`src/rtl/prime_bus_master.sv`:
```
// prime_bus_master: fetches the Nth prime from a memory-mapped prime engine.
// A request writes N to the argument register and polls the status register
// until the engine reports done. It then reads the result register and
// returns it on a valid/ready response port.
//
// Ports:
//   clk, reset          single clock, synchronous active-high reset
//   req_valid/req_ready request handshake; req_n is the 1-based prime index
//   rsp_valid/rsp_ready response handshake; rsp_prime, rsp_n, rsp_err
//   busy                high whenever the master is not idle
//   m_addr, m_wr, m_rd, m_wdata, m_rdata
//                       slave bus; the slave acts on the rising edge of a strobe
module prime_bus_master #(
    parameter logic [15:0] ADDR_A   = 16'h288,  // argument register
    parameter logic [15:0] ADDR_W   = 16'h298,  // result register
    parameter logic [15:0] ADDR_S   = 16'h2A0,  // status register
    parameter int unsigned POLL_GAP = 4,        // idle cycles between polls, >= 1
    parameter int unsigned TIMEOUT  = 65535     // poll cycle limit, >= 1
) (
    input  logic        clk,
    input  logic        reset,
    input  logic        req_valid,
    input  logic [9:0]  req_n,
    output logic        req_ready,
    output logic        rsp_valid,
    input  logic        rsp_ready,
    output logic [31:0] rsp_prime,
    output logic [9:0]  rsp_n,
    output logic        rsp_err,
    output logic        busy,
    output logic [15:0] m_addr,
    output logic        m_wr,
    output logic        m_rd,
    output logic [31:0] m_wdata,
    input  logic [31:0] m_rdata
);

    localparam int unsigned TMO_W = 17;
    localparam int unsigned GAP_W = (POLL_GAP > 1) ? $clog2(POLL_GAP) : 1;
    localparam logic [TMO_W-1:0] TMO_LAST = TMO_W'(TIMEOUT - 1);
    localparam logic [GAP_W-1:0] GAP_LAST = GAP_W'(POLL_GAP - 1);
    localparam logic [2:0]       STATUS_DONE = 3'b000;

    typedef enum logic [3:0] {
        IDLE,
        WR_SETUP,
        WR_STROBE,
        POLL_SETUP,
        POLL_STROBE,
        POLL_SAMPLE,
        POLL_WAIT,
        RD_SETUP,
        RD_STROBE,
        RD_SAMPLE,
        RESP
    } state_t;

    state_t             state;
    logic [9:0]         n_q;
    logic               second_beat;   // strobe states last two cycles
    logic [GAP_W-1:0]   gap_cnt;
    logic [TMO_W-1:0]   tmo_cnt;

    logic in_poll;
    logic tmo_hit;
    logic [TMO_W-1:0] tmo_inc;

    // Poll-phase qualifiers for the timeout watchdog
    assign in_poll = (state == POLL_SETUP) || (state == POLL_STROBE) ||
                     (state == POLL_SAMPLE) || (state == POLL_WAIT);
    // This poll cycle is the TIMEOUT-th one since the write finished
    assign tmo_hit = (tmo_cnt >= TMO_LAST);
    assign tmo_inc = (tmo_cnt == {TMO_W{1'b1}}) ? tmo_cnt : tmo_cnt + TMO_W'(1);

    // Controller: state and all outputs are registered together
    always_ff @(posedge clk) begin
        if (reset) begin
            state       <= IDLE;
            n_q         <= '0;
            second_beat <= 1'b0;
            gap_cnt     <= '0;
            tmo_cnt     <= '0;
            req_ready   <= 1'b1;
            rsp_valid   <= 1'b0;
            rsp_prime   <= '0;
            rsp_n       <= '0;
            rsp_err     <= 1'b0;
            busy        <= 1'b0;
            m_addr      <= '0;
            m_wr        <= 1'b0;
            m_rd        <= 1'b0;
            m_wdata     <= '0;
        end else if (in_poll && tmo_hit) begin
            // Engine never reported done: give up with an error response
            state     <= RESP;
            m_rd      <= 1'b0;
            m_wr      <= 1'b0;
            rsp_valid <= 1'b1;
            rsp_prime <= '0;
            rsp_err   <= 1'b1;
            rsp_n     <= n_q;
        end else begin
            if (in_poll) begin
                tmo_cnt <= tmo_inc;
            end

            case (state)
                IDLE: begin
                    if (req_valid && req_ready) begin
                        n_q       <= req_n;
                        req_ready <= 1'b0;
                        busy      <= 1'b1;
                        if (req_n == 10'd0) begin
                            // Index 0 has no prime: reject without bus traffic
                            state     <= RESP;
                            rsp_valid <= 1'b1;
                            rsp_prime <= '0;
                            rsp_err   <= 1'b1;
                            rsp_n     <= req_n;
                        end else begin
                            state   <= WR_SETUP;
                            m_addr  <= ADDR_A;
                            m_wdata <= {22'b0, req_n};
                        end
                    end
                end

                WR_SETUP: begin
                    state       <= WR_STROBE;
                    m_wr        <= 1'b1;
                    second_beat <= 1'b0;
                end

                WR_STROBE: begin
                    if (!second_beat) begin
                        second_beat <= 1'b1;
                    end else begin
                        // Slave latched the argument on the rising edge
                        state   <= POLL_SETUP;
                        m_wr    <= 1'b0;
                        m_addr  <= ADDR_S;
                        tmo_cnt <= '0;
                    end
                end

                POLL_SETUP: begin
                    state       <= POLL_STROBE;
                    m_rd        <= 1'b1;
                    second_beat <= 1'b0;
                end

                POLL_STROBE: begin
                    if (!second_beat) begin
                        second_beat <= 1'b1;
                    end else begin
                        state <= POLL_SAMPLE;
                        m_rd  <= 1'b0;
                    end
                end

                POLL_SAMPLE: begin
                    // Address held here; only the low status bits matter
                    if (m_rdata[2:0] == STATUS_DONE) begin
                        state  <= RD_SETUP;
                        m_addr <= ADDR_W;
                    end else begin
                        state   <= POLL_WAIT;
                        gap_cnt <= '0;
                    end
                end

                POLL_WAIT: begin
                    if (gap_cnt == GAP_LAST) begin
                        state <= POLL_SETUP;
                    end else begin
                        gap_cnt <= gap_cnt + GAP_W'(1);
                    end
                end

                RD_SETUP: begin
                    state       <= RD_STROBE;
                    m_rd        <= 1'b1;
                    second_beat <= 1'b0;
                end

                RD_STROBE: begin
                    if (!second_beat) begin
                        second_beat <= 1'b1;
                    end else begin
                        state <= RD_SAMPLE;
                        m_rd  <= 1'b0;
                    end
                end

                RD_SAMPLE: begin
                    state     <= RESP;
                    rsp_valid <= 1'b1;
                    rsp_prime <= m_rdata;
                    rsp_err   <= 1'b0;
                    rsp_n     <= n_q;
                end

                RESP: begin
                    // Response fields are frozen until the consumer takes them
                    if (rsp_ready) begin
                        state     <= IDLE;
                        rsp_valid <= 1'b0;
                        busy      <= 1'b0;
                        req_ready <= 1'b1;
                    end
                end

                default: begin
                    state <= IDLE;
                end
            endcase
        end
    end

endmodule

```
`config.mk`:
```
export PLATFORM = sky130hd
export DESIGN_NAME = prime_bus_master
export DESIGN_NICKNAME = d
export VERILOG_FILES = /design/src/rtl/prime_bus_master.sv
export SDC_FILE = /design/constraint.sdc
export NUM_CORES = 1
export LEC_CHECK = 0
export CAP_MARGIN = 20
export CORE_MARGIN = 2
export CORE_UTILIZATION = 40
export CTS_BUF_LIST = sky130_fd_sc_hd__clkbuf_4 sky130_fd_sc_hd__clkbuf_8
export DETAILED_ROUTE_END_ITERATION = 8
export PLACE_DENSITY = 0.7
export SKIP_LAST_GASP = 1
export SLEW_MARGIN = 20
export SYNTH_ARGS = -nofsm -noshare
export SYNTH_HDL_FRONTEND = slang
export SYNTH_SLANG_ARGS = --single-unit
```
`constraint.sdc`:
```
create_clock -name clk -period 4.1 [get_ports clk]
set_input_delay 0.41 -clock clk [delete_from_list [all_inputs] [get_ports clk]]
set_output_delay 0.41 -clock clk [all_outputs]
set_load 0.02 [all_outputs]
```
# After elaboration in Yosys (flattened, before gate mapping)
# Cells that the tools add are included.
dict set report word_totals {
  ff_bits 108
  latch_bits 0
  ram_bits 0
  rom_bits 0
  inputBits 46
  wordCells 132
  memories 0
}
dict set report op_classes {
  addsub 2
  multipliers 0
  div_mod_pow 0
  magnitude_cmp 1
  eq_ne 31
  shift 0
  muxes 45
  bitwise 2
  reduce_logical 35
}
# operator count
set ops {}
lappend ops {{$mux 17} 4}
lappend ops {{$mux 16} 4}
lappend ops {{$mux 32} 2}
lappend ops {{$pmux 32 s2} 1}
lappend ops {{$pmux 16 s3} 1}
lappend ops {{$pmux 4 s11} 1}
lappend ops {{$mux 4} 8}
lappend ops {{$mux 10} 3}
lappend ops {{$pmux 10 s2} 1}
lappend ops {{$ne 2x2->1 const B} 9}
lappend ops {{$reduce_and 6->1} 3}
lappend ops {{$add 17x1->17 const B} 1}
lappend ops {{$eq 17x17->1 const B} 1}
lappend ops {{$ge 17x16->1 const B} 1}
lappend ops {{$eq 4x3->1 const B} 4}
lappend ops {{$reduce_and 4->1} 4}
lappend ops {{$ne 3x3->1 const B} 5}
lappend ops {{$eq 4x4->1 const B} 3}
lappend ops {{$pmux 1 s2} 6}
lappend ops {{$reduce_bool 2->1} 6}
lappend ops {{$logic_not 10->1} 1}
lappend ops {{$mux 1} 10}
lappend ops {{$reduce_and 3->1} 3}
lappend ops {{$eq 4x2->1 const B} 2}
lappend ops {{19 further kinds} 32}

# Longest topological paths before layout
dict set report logic_depth {
  ltp_word 7
  mapped_depth 8
}

# Worst setup path before layout
# No wires, ideal clock.
dict set report synth_path {
  path_kind {register to register}
  startpoint {register tmo_cnt[1]}
  endpoint {register gap_cnt[0]}
  setup_ns 0.121
  arrival_ns 1.768
  setup_slack_ns 2.211
  stages_incl_launch_ff 7
  path_buffers 0
  synth_period_minus_slack_ns 1.889
  path_cell_list {dfxtp_1 ha_1 nand4_1 o41ai_1 a21oi_1 o221ai_1 mux2_2}
}
dict set report synth_via {
  elab_chain_len 4
}
# item line
set synth_lines {}
lappend synth_lines {{start: declaration} 62} ;# logic [TMO_W-1:0] tmo_cnt;
lappend synth_lines {{start signal: assignment} 104} ;# tmo_cnt <= tmo_inc;
lappend synth_lines {{$ge 17x16->1} 72} ;# assign tmo_hit = (tmo_cnt >= TMO_LAST);
lappend synth_lines {{$logic_and 1x1->1} 93} ;# end else if (in_poll && tmo_hit) begin
lappend synth_lines {{$not 1->1 (no line)} -}
lappend synth_lines {{$reduce_and 4->1 (no line)} -}
lappend synth_lines {{end signal: assignment} 176} ;# gap_cnt <= gap_cnt + GAP_W'(1);
lappend synth_lines {{end: declaration} 61} ;# logic [GAP_W-1:0] gap_cnt;
# Every way passes these cells.
# A chain may end at the register's enable or synchronous reset.

# Worst setup path in the final report
dict set report layout_path {
  startpoint {register state[1]}
  endpoint {register rsp_n[9]}
}
dict set report layout_via {
  elab_chain_len 7
  word_cells_on_any_way 16
}
# item line
set layout_lines {}
lappend layout_lines {{start: declaration} 58} ;# state_t state;
lappend layout_lines {{start signal: assignment} 78} ;# state <= IDLE;
lappend layout_lines {{start signal: assignment} 95} ;# state <= RESP;
lappend layout_lines {{start signal: assignment} 115} ;# state <= RESP;
lappend layout_lines {{$eq 4x2->1 or $eq 4x3->1 (tied branches)} 69} ;# assign in_poll = (state == POLL_SETUP) || (state == POLL_STROBE) ||
lappend layout_lines {{$logic_or 1x1->1 (2 in series)} 69}
lappend layout_lines {{$logic_or 1x1->1} 70} ;# (state == POLL_SAMPLE) || (state == POLL_WAIT);
lappend layout_lines {{$logic_and 1x1->1} 93}
lappend layout_lines {{$ne 3x3->1 (no line) or $reduce_bool 3->1 (tied branches)} -}
lappend layout_lines {{$reduce_and 3->1 (no line)} -}
lappend layout_lines {{end signal: assignment} 101} ;# rsp_n <= n_q;
lappend layout_lines {{end signal: assignment} 119} ;# rsp_n <= req_n;
lappend layout_lines {{end signal: assignment} 200} ;# rsp_n <= n_q;
lappend layout_lines {{end: declaration} 28} ;# output logic [9:0] rsp_n,
# Parallel ways exist; a longest one is shown, timed or not.

==> summary.md <==
| Metric | Value |
|---|---|
| Status | `finished, final reports clean` |
| Sequential Power Share | `44.3%` |
| Drt wl/cell | `15.27 µm` |
| Setup TNS | `0 ns` |
| RePlAce Congestion | `0.9143` |
| Endpoints failing hold | `0` |
| RSZ-0062 raised after global routing | `no` |
| Routed vias | `3932` |
| GR Util All Layers | `19.98%` |
| Seq/Total Area, Yosys | `44.47%` |
| Global route overflow | `0` |
| Worst Path Required | `4.40 ns` |
| Mapped Area | `4322 µm²` |
| Worst path max stage delay | `0.82 ns` |
| Placed insts | `730` |
| Placed Instance Area | `5370 µm²` |
| Routing usage on met3 | `6.751%` |
| Htree depth | `3` |
| First-pass GRT wire length | `18310 µm` |
| Root Buffer | `clkbuf_8` |
| M1 GR Usage | `24.90%` |
| Clock period minus worst slack | `2.558 ns` |
| Ant. Diodes | `0` |
| Pwr/cell area | `467.8 nW/µm²` |
| CTS max path bufs | `2` |
| Ratio of cells with drive above 1 in the final layout | `5.574%` |
| Max FO, Critical Path | `23` |
| Clock Power Share | `24.8%` |
| Fin cells | `746` |
| Post-synth EDFFs | `0` |
| Yosys warns | `0` |
| Clk slew on worst S/H paths | `0.10 ns` |
| Crit-path cells | `nor4_2 > and3_1 > a21oi_1 > nand2_1 > mux2i_1` |
| Mapped Cells | `510` |
| Top delay family on crit path | `compound AO/OA/AOI/OAI gates` |
| Vias in the first global route | `3789` |
| Switching power | `0.0009304 W` |
| CTS Buf Count | `9` |
| Hold Path Class | `reg2reg` |
| Worst slew margin | `37.38%` |
| GRT busiest layer | `met2` |
| Port Buffers | `108` |
| DRT iter0 DRCs | `325` |
| Die H | `107.9 µm` |
| Detailed Place HPWL | `8157 µm` |
| Total Power | `0.002610 W` |
| Fmax | `390.9 MHz` |
| Clk sink count | `96` |
| Max-slew violation count | `0` |
| CTS Hold Bufs | `0` |
| Synth Flop Type | `dfxtp_1` |
| Post-DRT Antenna Nets | `0` |
| WS Path Type | `reg2reg` |
| Max-cap viol count | `0` |
| Vias per cell | `5.271` |
| Post-Route WL | `11400 µm` |
| Post-synthesis async set-or-reset flop share | `0%` |
| CTS tree | `done` |
| Rows | `37` |
| Critical path capture point type | `register` |
| Worst VDD drop | `0.2475 mV` |
| Initial antenna violation count | `0` |
| Clock Skew | `0.01298 ns` |
| Tcrit/Tclk final | `62.39%` |
| Worst Tran Pin Value | `0.9393 ns` |
| Final #Nets | `654` |
| DRT Pass-1 Iters | `5` |
| Static Leakage | `1.982 nW` |
| Cell area after layout | `5579 µm²` |
| Clk_lat worst skew | `0.37 ns` |
| Synth cell types | `59` |
| Floorplan core area | `10420 µm²` |
| Die ar. | `11650 µm²` |
| Slowest CP cell | `a21oi_1` |
| Crit start category | `register` |
| DRC Markers | `0` |
| Initial core utilization | `41.49%` |
| Mapped Avg Cell Area | `8.474 µm²` |
| Area growth, synth to finish | `29.10%` |
| Post-CTS Setup Bufs | `0` |
| Post-cts resize count | `0` |
| Cell internal pwr | `0.001680 W` |
| FILL cells | `974` |
| Logic pwr share | `30.9%` |
| Final setup fails | `0` |
| Buffers and inverters on the worst path | `0` |
| Grt met2 use | `30.55%` |
| #FFs+latches synth | `96` |
| Largest net degree at the start of global routing | `37` |
| I/O Pins | `142` |
| Die width | `107.9 µm` |
| Data arrival time of the worst path | `2.86 ns` |
| Sw frac | `35.65%` |
==> cell usage in the layout (no fill, tap or decap), types with 8 or more instances in the layout <==
cell type        netlist  final
a21oi_1               39     38
a22oi_1               32     32
clkbuf_8               0      9
clkdlybuf4s50_1        0    108
conb_1                 1     33
dfxtp_1               96     96
inv_1                  8      8
mux2i_1               15     15
nand2_1               73     73
nand2b_1               8      8
nand3_1               13     13
nor2_1                48     47
nor3_1                10     10
o21ai_0               14     14
==> power by group through the flow <==
stage	clock network, W	logic (W)	registers [W]
after CTS	0.000670	0.000807	0.00115
after detailed placement	0	0.000803	0.00117
after floorplan	0	0.000478	0.00122
after global placement	0	0.000801	0.00117
final	0.000647	0.000807	0.00116
after global routing	0.000705	0.000881	0.00118
==> path summary, 6_finish.rpt <==
kind	startpoint	to	slack [ns]	cells after the start
max reg2reg	state[1]$_SDFFE_PP0P_	rsp_n[9]$_SDFFE_PP0P_	1.54	5
min reg2reg	n_q[8]$_SDFFE_PP0P_	n_q[8]$_SDFFE_PP0P_	0.46	2
max	state[1]$_SDFFE_PP0P_	rsp_n[9]$_SDFFE_PP0P_	1.54	5
min	n_q[8]$_SDFFE_PP0P_	n_q[8]$_SDFFE_PP0P_	0.46	2
==> synthesized netlist by cell type (4+ instances only) <==
cell type / count / area, µm²
mux2i_1: 15 / 150.1
nor2_1: 48 / 180.2
nand3_1: 13 / 65.06
a211oi_1: 5 / 37.54
or3_1: 6 / 37.54
buf_4: 34 / 255.2
a22oi_1: 32 / 240.2
buf_2: 8 / 40.04
clkbuf_1: 18 / 67.56
nor2b_1: 6 / 37.54
nand2b_1: 8 / 50.05
dfxtp_1: 96 / 1922
nor3_1: 10 / 50.05
o31ai_1: 4 / 30.03
inv_1: 8 / 30.03
a31oi_1: 6 / 37.54
a21oi_1: 39 / 195.2
and3_1: 6 / 37.54
nand2_1: 73 / 274.0
o21ai_0: 14 / 70.07
nand4_1: 6 / 37.54
==> routing by layer <==
| layer | up-vias | wire (µm) |
|---|---|---|
| met1 | 1813 | 4963 |
| met4 | 0 | 299 |
| met3 | 25 | 1029 |
| met5 | - | 0 |
| met2 | 150 | 5102 |
| li1 | 1944 | - |
==> state kept, by name, indices dropped and copies added, names as in the netlist <==
| name | cells |
|---|---|
| m_wr | 1 |
| m_addr | 4 |
| rsp_prime | 32 |
| second_beat | 1 |
| m_rd | 1 |
| n_q | 10 |
| rsp_valid | 1 |
| gap_cnt | 2 |
| rsp_n | 10 |
| state | 4 |
| busy | 1 |
| tmo_cnt | 17 |
| rsp_err | 1 |
| m_wdata | 10 |
| req_ready | 1 |
==> worst register-to-register path, delay by kind of cell (launching register included) <==
family,cells,cell delay (ns)
compound gates,1,0.82
simple gates,3,0.73
mux,1,0.16
flops,1,0.77
==> cells by family after synthesis <==
family	share of synthesized area, %
and+or+nand+nor	20.41
other	0.08677
DFF	44.47
muxes	3.735
adders and majority gates	0.8687
xor gates and xnor gates	0.6081
buffers and inverters	9.264
AOI/OAI and AO/OA	20.56
==> cell type report <==
type	instances	area, µm²	area share (%)
Clock buffer	10	131.4	2.355
Clock inverter	6	77.57	1.390
Inverter	9	33.78	0.6055
Multi-Input combinational cell	376	2126	38.10
Sequential cell	96	1922	34.45
Tap cell	136	170.2	3.050
Timing Repair Buffer	113	1119	20.05
==> stage by stage <==
step | setup WS (ns) | util, % | hold WS, ns
4_1_cts | 1.526 | 53.56 | 0.4645
3_5_place_dp | 1.554 | 51.56 | 0.4485
5_1_grt | 1.228 | 53.56 | 0.4846
6_report | 1.542 | 53.56 | 0.4638
3_3_place_gp | 1.624 | 51.56 | 0.4436
2_1_floorplan | 2.211 | - | 0.4350
(Power assumes the default switching activity.)
==> edit 1, RTL diff (same settings) <==
The parameter `POLL_GAP` goes from 4 to 8.
--- a/src/rtl/prime_bus_master.sv
+++ b/src/rtl/prime_bus_master.sv
@@ -16,3 +16,3 @@
     parameter logic [15:0] ADDR_S   = 16'h2A0,  // status register
-    parameter int unsigned POLL_GAP = 4,        // idle cycles between polls, >= 1
+    parameter int unsigned POLL_GAP = 8,        // idle cycles between polls, >= 1
     parameter int unsigned TIMEOUT  = 65535     // poll cycle limit, >= 1
Function: not settled (the Yosys comparison gave no result); the edit may change what the design does.
==> edit 1 against the unedited design <==
- global-route usage fell by 1.2 points
- die area rose by 1.9%
- non-clock buffer count rose by 2
- setup slack improved by 0.11 ns
- final area rose by 0.90%
- synthesized area rose by 2.0%
- routed wire length fell by 3.5%
- sequential cell count rose by 1
- power fell by 9.2%
- clock skew fell by 0.0027 ns
- sequential share of layout area barely moved
- critical endpoint is now rsp_prime[16]$_SDFFE_PP0P_
- largest cell class unchanged
- largest power group unchanged
- highest routed layer unchanged
==> edit 1: results (changes against the unedited design) <==
| Metric | Value |
|---|---|
| Comb power | `670 uW (-17%)` |
| M1 wire length | `4970 um (+0.18%)` |
| Switching Share | `35.4% (-0.26 points)` |
| Status | `completed` |
| Post-Place Cells | `739 (+1.2%)` |
| Worst R2R Setup Slack | `1.65 ns (+0.11 ns)` |
| WL met2 | `4910 um (-3.7%)` |
| Sequential share of the synthesized area | `44.1% (-0.42 points)` |
| Post-Synth XOR/XNOR Area | `2.58% (+2.0 points)` |
| HPWL after DPL | `8020 um (-1.7%)` |
| Worst path arrival time | `2.75 ns (-0.11 ns)` |
| Top cells by count, synth | `97 x dfxtp_1, 76 x nand2_1, 60 x nor2_1, 36 x buf_4, 35 x a21oi_1` |
| Nets | `660 (+0.92%)` |
| Layout cell share with drive strength beyond 1 | `5.86% (+0.29 points)` |
| Slowest cell on crit path | `dfxtp_1` |
| Syn avg cell area | `8.54 um^2 (+0.81%)` |
| Max IR drop VDD | `0.000206 V (-17%)` |
| Initial DRC count | `206 (-37%)` |
| Met1 Usage GRT | `25.0% (+0.12 points)` |
| Grt met3 use | `4.84% (-1.9 points)` |
| First-pass GRT wire length | `17800 um (-2.8%)` |
| Top cells by area, synth | `dfxtp_1 44%, nand2_1 6.5%, buf_4 6.1%, a22oi_1 5.4%, nor2_1 5.1%` |
| Unique masters post-synth | `61 (+3.4%)` |
| Total Routing Usage GR | `18.8% (-1.2 points)` |
| Hold EP | `rsp_n[0]$_SDFFE_PP0P_` |
| DR WL/cell | `14.6 um (-4.6%)` |
| WL final | `11000 um (-3.5%)` |
| Worst Path Max Fanout | `36 (+57%)` |
| Clock skew | `0.0102 ns (-0.00274 ns)` |
| Hold wc startpoint | `n_q[0]$_SDFFE_PP0P_` |
| Slew headroom | `50.8% (+13 points)` |
| FILL cells | `1010 (+3.7%)` |
| 1st-pass router iterations | `4 (-1)` |
| Cell family with most CP delay | `flip-flops` |
| Clk power | `576 uW (-11%)` |
| Via count | `3963 (+0.79%)` |
| Post-synthesis mux area share | `3.63% (-0.10 points)` |
| Int Pwr | `1530 uW (-8.8%)` |
-- edit 1: kinds of logic (layout without fill, tap and decap cells) --
group	after synthesis	count (layout)
xor gates and xnor gates	13	13
DFF	97	97
adders and majority gates	4	4
other	1	33
muxes	16	16
AOI/OAI and AO/OA	117	117
buffers and inverters	71	137
and+or+nand+nor	197	197
-- edit 1: how the worst max path moves through the flow --
| stage | from | endpoint | slack, ns | depth (start not counted) |
|---|---|---|---|---|
| 2_1_floorplan | tmo_cnt[0]$_SDFFE_PP0N_ | gap_cnt[0]$_SDFFE_PP0P_ | 2.27 | 8 |
| 6_report | state[1]$_SDFFE_PP0P_ | rsp_prime[16]$_SDFFE_PP0P_ | 1.65 | 7 |
| 5_1_grt | state[1]$_SDFFE_PP0P_ | rsp_prime[16]$_SDFFE_PP0P_ | 1.45 | 7 |
| 3_5_place_dp | req_n[4] | rsp_prime[28]$_SDFFE_PP0P_ | 1.55 | 7 |
| 3_3_place_gp | state[1]$_SDFFE_PP0P_ | rsp_prime[13]$_SDFFE_PP0P_ | 1.50 | 6 |
| 4_1_cts | state[1]$_SDFFE_PP0P_ | rsp_prime[16]$_SDFFE_PP0P_ | 1.69 | 7 |
-- edit 1: metrics by stage --
step / worst slack (ns) / cell area, um^2 / hold slack (ns)
4_1_cts: 1.69 / 5630 / 0.462
3_5_place_dp: 1.55 / 5450 / 0.448
2_1_floorplan: 2.27 / 4530 / 0.435
6_report: 1.65 / 5630 / 0.460
3_3_place_gp: 1.50 / 5440 / 0.443
5_1_grt: 1.45 / 5630 / 0.481
-- edit 1: layout make-up --
type                    count  area share [%]
clock buffers               9            2.20
clock inverters             6           0.911
inverters                   7           0.467
multi-input cells         380            38.6
flip-flops and latches     97            34.5
well taps                 140            3.11
repair buffers            115            20.2
==> edit 2, RTL diff (config.mk and constraints unchanged) <==
Made on the original files. Reset style: asynchronous (`reset`), changed in one clocked block. Comments in the files are not updated.
--- a/src/rtl/prime_bus_master.sv
+++ b/src/rtl/prime_bus_master.sv
@@ -75,3 +75,3 @@
     // Controller: state and all outputs are registered together
-    always_ff @(posedge clk) begin
+    always_ff @(posedge clk or posedge reset) begin
         if (reset) begin
Function: differs if reset is asserted again (counterexample within 4 cycles, from zero or initial values and one cycle with reset high); with reset held inactive, the same outputs for 10 cycles.
==> edit 2 against the unedited design <==
- setup slack lost 0.24 ns
- die area is 6.4% higher
- final area up 4.8%
- first-iteration DRC count decreased by 34%
- maximum frequency shrank 8.5%
- sequential cell count unchanged
- synthesized area rose by 6.6%
- routed wire length down 5.6%
Power is not compared: it rests on default switching activity, and its combinational part moved more than twofold at a synthesized area within 25%.
==> edit 2: results (changes against the unedited design) <==
| Metric | Value |
|---|---|
| Post-Place Cells | `690 (-5.5%)` |
| Initial DRC count | `213 (-34%)` |
| 1st-pass router iterations | `4 (-1)` |
| Top cells by count, synth | `95 x dfrtp_1, 89 x nand2_1, 36 x buf_4, 33 x a22o_1, 21 x o21ai_0` |
| Via count | `3649 (-7.2%)` |
| Hold Crit Class | `in2async` |
| Layout cell share with drive strength beyond 1 | `6.22% (+0.64 points)` |
| Final Cycle Share | `68.2% (+5.8 points)` |
| Syn avg cell area | `10.0 um^2 (+18%)` |
| Worst R2R Path Depth | `6 (+1)` |
| FFs w/ async S/R, synth | `100% (+100 points)` |
| Post-Place Worst Slack | `1.31 ns (-0.242 ns)` |
| Post-CTS Setup Bufs | `0 (unchanged)` |
| Status | `completed` |
| Top cells by area, synth | `dfrtp_1 52%, nand2_1 7.3%, a22o_1 6.3%, buf_4 5.9%, o21ai_0 2.3%` |
| Worst path arrival time | `3.10 ns (+0.24 ns)` |
| Clock buffer depth | `2 (unchanged)` |
| Post-CTS Resized | `0 (unchanged)` |
| Clock root buffer | `clkbuf_8` |
| WL final | `10800 um (-5.6%)` |
| HPWL after DPL | `7640 um (-6.3%)` |
| First-pass GRT wire length | `17900 um (-2.0%)` |
| Sequential share of the synthesized area | `52.2% (+7.7 points)` |
| Nets | `607 (-7.2%)` |
| Total Routing Usage GR | `17.7% (-2.3 points)` |
| Synth Cell Area | `4610 um^2 (+6.6%)` |
| Min Hold Slack | `0.460 ns (-0.00392 ns)` |
| Vias in the first global route | `3528 (-6.9%)` |
| Worst Path Max Fanout | `21 (-8.7%)` |
| Clock skew | `0.0103 ns (-0.00268 ns)` |
| Pin count of the biggest net entering global routing | `70 (+89%)` |
| Worst slew pin tran | `0.708 ns (-0.231 ns)` |
| Pleak | `about 0.0027 uW` |
| Unique masters post-synth | `57 (-3.4%)` |
| Clock buffer count from CTS | `9 (unchanged)` |
| Crit path from | `state[0]$_DFFE_PP0P_` |
| DP Area | `5650 um^2 (+5.1%)` |
| Max incr delay on CP | `0.80 ns (-0.02 ns)` |
| IO Port Bufs | `108 (unchanged)` |
| DR WL/cell | `15.2 um (-0.28%)` |
| Gpl congestion | `0.844 (-7.7%)` |
| Slowest cell on crit path | `dfrtp_1` |
| R2R Path End | `rsp_prime[30]$_DFFE_PP0P_` |
## edit 2: final cells by class
type | count | area, um^2
Timing Repair Buffer | 113 | 1120
Fill cell | 1051 | 5470
Sequential cell | 96 | 2400
Inverter | 13 | 53.8
Tap cell | 143 | 179
Clock inverter | 7 | 76.3
Clock buffer | 9 | 124
Multi-Input combinational cell | 325 | 1890
## edit 2: through the flow
step | utilization [%] | total power [uW]
after floorplan | - | 2750
after global placement | 49.8 | 3520
after detailed placement | 49.9 | 3570
after CTS | 51.6 | 4220
after global routing | 51.6 | 4450
final | 51.6 | 4190
## edit 2: per-layer routing
layer	track usage (%)	wire length [um]
met2	28.8	5280
met5	0	0
met3	3.39	595
met4	7.00	140
met1	23.5	4740
## edit 2: how the worst min path moves through the flow
stage,cells after the start,startpoint,endpoint
3_5_place_dp,2,m_wdata[2]$_DFFE_PP0P_,m_wdata[2]$_DFFE_PP0P_
3_3_place_gp,2,m_wdata[4]$_DFFE_PP0P_,m_wdata[4]$_DFFE_PP0P_
2_1_floorplan,2,n_q[1]$_DFFE_PP0P_,n_q[1]$_DFFE_PP0P_
6_report,2,reset,rsp_prime[12]$_DFFE_PP0P_
5_1_grt,2,reset,rsp_prime[12]$_DFFE_PP0P_
4_1_cts,2,reset,rsp_prime[12]$_DFFE_PP0P_
## edit 2: cell families (layout without fill, tap and decap cells)
| family | count (synthesis) | count (layout) | share of synthesized area [%] |
|---|---|---|---|
| other | 1 | 33 | 0.0814 |
| adder cells (fa/ha/maj) | 3 | 3 | 0.815 |
| AND/OR/NAND/NOR | 165 | 165 | 17.1 |
| multiplexers | 4 | 4 | 0.923 |
| buffers and inverters | 71 | 142 | 9.48 |
| XOR/XNOR | 6 | 6 | 1.14 |
| AO/OA/AOI/OAI | 114 | 114 | 18.3 |
| flip-flops | 96 | 96 | 52.2 |
## edit 2: critical path, delay by kind of cell, from the launching register on
family / cells / cell delay (ns)
and+or+nand+nor: 1 / 0.62
AOI/OAI and AO/OA: 4 / 0.97
buffers and inverters: 1 / 0.34
DFF: 1 / 0.80
## edit 2: report_power, final
part	internal [uW]	switching, uW
sequential	1330	343
clock	289	344
combinational	901	981
total	2520	1670
